## src/rtl/latch_byte_loader.sv

```systemverilog
// Serial-to-parallel loader for an 8-bit D-latch bank. Collects WIDTH bits MSB first,
// then drives D and E in a latch-safe sequence: setup cycle, E pulse, hold cycle.
module latch_byte_loader #(
    parameter int unsigned WIDTH    = 8,
    parameter int unsigned E_CYCLES = 2
) (
    input  logic             clk,
    input  logic             reset,
    input  logic             start,
    input  logic             bit_in,
    input  logic             bit_valid,
    input  logic             abort,
    output logic [WIDTH-1:0] D,
    output logic             E,
    output logic             busy,
    output logic             done,
    output logic [3:0]       bit_count,
    output logic             overrun
);

    localparam int unsigned CNT_W = (E_CYCLES > 1) ? $clog2(E_CYCLES) : 1;
    localparam logic [CNT_W-1:0] CNT_LAST = CNT_W'(E_CYCLES - 1);
    localparam logic [3:0] LAST_BIT = 4'(WIDTH - 1);

    typedef enum logic [2:0] {
        IDLE  = 3'd0,
        SHIFT = 3'd1,
        SETUP = 3'd2,
        PULSE = 3'd3,
        HOLD  = 3'd4
    } state_t;

    state_t             state, state_next;
    logic [WIDTH-1:0]   sr, sr_next;
    logic [WIDTH-1:0]   d_next;
    logic [3:0]         count_next;
    logic               overrun_next;
    logic [CNT_W-1:0]   cnt, cnt_next;

    // Next-state and datapath decode
    always_comb begin
        state_next   = state;
        sr_next      = sr;
        d_next       = D;
        count_next   = bit_count;
        overrun_next = overrun;
        cnt_next     = cnt;

        case (state)
            IDLE: begin
                if (start) begin
                    state_next   = SHIFT;
                    count_next   = 4'd0;
                    sr_next      = '0;
                    overrun_next = 1'b0;
                end
            end
            SHIFT: begin
                if (abort) begin
                    state_next = IDLE;
                    count_next = 4'd0;
                end else if (bit_valid) begin
                    sr_next    = {sr[WIDTH-2:0], bit_in};
                    count_next = bit_count + 4'd1;
                    if (bit_count == LAST_BIT) begin
                        state_next = SETUP;
                        d_next     = {sr[WIDTH-2:0], bit_in};
                    end
                end
            end
            SETUP: begin
                state_next = PULSE;
                cnt_next   = '0;
            end
            PULSE: begin
                if (cnt == CNT_LAST) begin
                    state_next = HOLD;
                end else begin
                    cnt_next = cnt + CNT_W'(1);
                end
            end
            HOLD: begin
                state_next = IDLE;
            end
            default: begin
                state_next = IDLE;
            end
        endcase

        // Strobes arriving during a load sequence are dropped but flagged
        if (bit_valid && (state == SETUP || state == PULSE || state == HOLD)) begin
            overrun_next = 1'b1;
        end
    end

    // State and output registers; E/done/busy are decoded from the next state
    always_ff @(posedge clk or posedge reset) begin
        if (reset) begin
            state     <= IDLE;
            sr        <= '0;
            D         <= '0;
            E         <= 1'b0;
            busy      <= 1'b0;
            done      <= 1'b0;
            bit_count <= 4'd0;
            overrun   <= 1'b0;
            cnt       <= '0;
        end else begin
            state     <= state_next;
            sr        <= sr_next;
            D         <= d_next;
            E         <= (state_next == PULSE);
            busy      <= (state_next != IDLE);
            done      <= (state_next == HOLD);
            bit_count <= count_next;
            overrun   <= overrun_next;
            cnt       <= cnt_next;
        end
    end

endmodule

```

## config.mk

```make
export PLATFORM = sky130hd
export DESIGN_NAME = latch_byte_loader
export DESIGN_NICKNAME = d
export VERILOG_FILES = /design/src/rtl/latch_byte_loader.sv
export SDC_FILE = /design/constraint.sdc
export NUM_CORES = 1
export LEC_CHECK = 0
export ABC_AREA = 1
export BUFFER_PORTS_ARGS = -buffer_cell sky130_fd_sc_hd__buf_2
export CAP_MARGIN = 25
export CORE_MARGIN = 2
export CORE_UTILIZATION = 45
export CTS_CLUSTER_SIZE = 16
export DETAILED_ROUTE_END_ITERATION = 7
export PLACE_DENSITY = 0.76
export SLEW_MARGIN = 40
export SYNTH_ARGS = -nofsm -noshare
export SYNTH_HDL_FRONTEND = slang
export SYNTH_SLANG_ARGS = --single-unit
```

## constraint.sdc

```tcl
create_clock -name clk -period 1.4 [get_ports clk]
set_input_delay 0 -clock clk [delete_from_list [all_inputs] [get_ports clk]]
set_output_delay 0 -clock clk [all_outputs]
set_load 0.1 [all_outputs]
```

==> impl_metrics.env <==
export IMPL_place_congestion=0.8618
export IMPL_grt_pass1_wl_mm=4.153
export IMPL_r2r_setup_slack_ps=150
export IMPL_synth_top_cell_area_share=0.5550
export IMPL_drt_initial_drc_count=34
export IMPL_crit_path_max_fanout=6
export IMPL_fin_ws_ps=140.5
export IMPL_final_antenna_net_count=0
export IMPL_final_hold_viol_count=0
export IMPL_skew_ps=6.412
export IMPL_dieWidth_um=56.02
export IMPL_p_leak_uw=0.0008433
export IMPL_reg2reg_from="state[2]$_DFF_PP0_"
export IMPL_clock_sinks=27
export IMPL_boundaryPins=22
export IMPL_worstReg2RegEnd="D[1]$_DFFE_PP0P_"
export IMPL_hp_class="input port to flip-flop"
export IMPL_drc_errors=0
export IMPL_portBuffers=21
export IMPL_setup_tns_ps=0
export IMPL_dp_cells=197
export IMPL_post_route_period_util=0.8997
export IMPL_multi_input_area_um2=504.2
export IMPL_syn_inst=145
export IMPL_synth_fp_nets=152
export IMPL_dr_pass1_iters=4
export IMPL_grt_overflow=0
export IMPL_vias=1018
export IMPL_cts_htree_levels=1
export IMPL_fill_cells=242
export IMPL_ff2ff_path_depth=6
export IMPL_crit_chain="buf_2"
export IMPL_grt_setup_unrepaired="no"
export IMPL_nets=181
export IMPL_core_region_area_mm2=0.002522
export IMPL_n_antenna_cell=0
export IMPL_drv_slew=0
export IMPL_p_clk_frac=0.227
export IMPL_cts_buffer_depth=2
export IMPL_pwr_share_seq=0.585
export IMPL_setup_viol=0
export IMPL_cts_resized_gates=0
export IMPL_layout_min_cycle_time_ps=1260
export IMPL_p_int_uw=972.1
export IMPL_track_usage=0.1652
export IMPL_cts_made_buffers=3
export IMPL_cp_end_kind="primary output"
export IMPL_die_y_um=56.02
export IMPL_postSynthAreaPerCell_um2=8.396
export IMPL_crit_type="flip-flop to primary output"
export IMPL_rows=18
export IMPL_holdPathStages=3
export IMPL_required_ps=1400
export IMPL_totalWireLength_mm=2.337
export IMPL_dpl_instance_area_mm2=0.001400
export IMPL_fp_dieArea_mm2=0.003138
export IMPL_arrival_ps=1260
export IMPL_syn_cell_area_mm2=0.001217
export IMPL_vias_per_cell=5.015
export IMPL_status="completed"
export IMPL_max_clock_freq_ghz=0.7940
export IMPL_dp_hpwl_mm=1.742
export IMPL_drive_gt1_frac=0.2428
export IMPL_root_buffer="clkbuf_4"
export IMPL_seq_area_frac_synth=0.5550
export IMPL_cp_top_family="flip-flops"
export IMPL_yosys_area_top_type="dfrtp_1"
export IMPL_antenna_found_initial=0
export IMPL_p_per_area_mw_per_mm2=990.5
export IMPL_grt_pass1_vias=953
export IMPL_cp_num_buf_inv=1
export IMPL_synth_common_cells="61 x nand2_1, 27 x dfrtp_1, 15 x nand3_1"
export IMPL_cap_violations=0
export IMPL_finalNonFillerCells=203
export IMPL_synth_most_common_cell="nand2_1"
export IMPL_clk_latency_ps=320
export IMPL_cts_tree="built"
export IMPL_critPathMaxStageDelay_ps=480
export IMPL_max_slew_margin=0.6784
export IMPL_ys_flop_type="dfrtp_1"
export IMPL_post_drt_wl_per_cell_um=11.51
export IMPL_ys_ff_latch=27
export IMPL_start_util=0.4826
export IMPL_path_clk_slew_ps=140
export IMPL_hold_path_startpoint="bit_valid"
export IMPL_pre_cts_ws_ps=171.9
export IMPL_cp_depth=1
export IMPL_ff_latch_area_um2=685.7
export IMPL_netlist_cell_type_count=15
export IMPL_final_cell_area_mm2=0.001448
export IMPL_synth_area_leaders="dfrtp_1 55%, nand2_1 19%, nand3_1 6.2%"
export IMPL_yosys_warnings=0
export IMPL_grt_max_degree=16
export IMPL_synth_edf_count=0
export IMPL_ir_worst_vdd_mv=0.6405
export IMPL_sw_frac_of_total=0.3221
export IMPL_synth_async_sr_flop_share=1.000
export IMPL_worstSetupStartpointType="flip-flop"
export IMPL_switching_power_uw=461.8
export IMPL_tightest_slew_ps=485.7
export IMPL_area_delta_synth_final_pct=18.91
export IMPL_pwr_share_comb=0.188
export IMPL_min_to="sr[2]$_DFFE_PP0P_"
export IMPL_slowest_stage="dfrtp_2"
[cells by family after synthesis]
| kind of cell | count (synthesis) | synth area share |
|---|---|---|
| buf+inv | 15 | 0.04933 |
| simple gates | 97 | 0.3649 |
| flops | 27 | 0.5550 |
| compound gates | 5 | 0.02055 |
| fa+ha+maj | 1 | 0.01028 |
[layout by cell type (no fill, tap or decap)]
cell type,instances
o21ai_0,5
dlygate4sd3_1,2
nor2_1,7
nand4_1,8
nand2_4,1
nor2_4,2
inv_1,10
dfrtp_2,2
dfrtp_1,23
nand3_4,1
nand3_1,15
inv_2,4
buf_4,2
clkinv_2,1
buf_2,21
dfrtp_4,2
nor2_2,1
ha_4,1
nor3_4,1
clkbuf_4,3
nand2_1,61
[final cells by class]
cell class | count | share of cell area
Timing Repair Buffer | 25 | 0.09680
Sequential cell | 27 | 0.4736
Multi-Input combinational cell | 103 | 0.3483
Tap cell | 30 | 0.02593
Clock inverter | 1 | 0.003457
Clock buffer | 3 | 0.01556
Inverter | 14 | 0.03630
[state kept, by name, indices dropped and copies added (netlist names)]
signal     count
bit_count      4
sr             7
state          3
E              1
done           1
D              8
overrun        1
cnt            1
busy           1
[power groups by stage]
| stage | clock [uW] | sequential [uW] | combinational [uW] |
|---|---|---|---|
| 6_report | 325 | 839 | 269 |
| 5_1_grt | 368 | 844 | 297 |
| 4_1_cts | 330 | 839 | 272 |
| 3_5_place_dp | 0 | 854 | 265 |
| 3_3_place_gp | 0 | 852 | 262 |
| 2_1_floorplan | 0 | 948 | 111 |
[stage by stage]
| step | util | total power (uW) | hold WS [ps] |
|---|---|---|---|
| after CTS | 0.5739 | 1441 | 20.99 |
| after floorplan | - | 1059 | 52.62 |
| after detailed placement | 0.5551 | 1119 | 32.93 |
| after global placement | 0.5551 | 1114 | 26.37 |
| after global routing | 0.5739 | 1509 | 14.12 |
| final | 0.5739 | 1434 | 21.35 |
[timing repair]
item                      in CTS  in global routing
hold buffers                   2                  0
hold endpoints to repair      29                  0
setup buffers                  0                  0
[worst max path at each step]
stage	from	to
2_1_floorplan	bit_count[0]$_DFFE_PP0P_	D[0]$_DFFE_PP0P_
4_1_cts	bit_count[3]$_DFFE_PP0P_	bit_count[3]
6_report	bit_count[3]$_DFFE_PP0P_	bit_count[3]
3_3_place_gp	bit_count[1]$_DFFE_PP0P_	D[4]$_DFFE_PP0P_
5_1_grt	bit_count[0]$_DFFE_PP0P_	D[6]$_DFFE_PP0P_
3_5_place_dp	state[2]$_DFF_PP0_	D[3]$_DFFE_PP0P_
[metal layers]
metal / vias to the layer above / track usage / share of wire
met2: 32 / 0.2639 / 0.45
met3: 5 / 0.03488 / 0.053
met1: 462 / 0.2206 / 0.48
met4: 0 / 0.06122 / 0.013
li1: 519 / - / -
met5: - / 0 / 0
No activity file was read; power rests on OpenSTA's default activity.
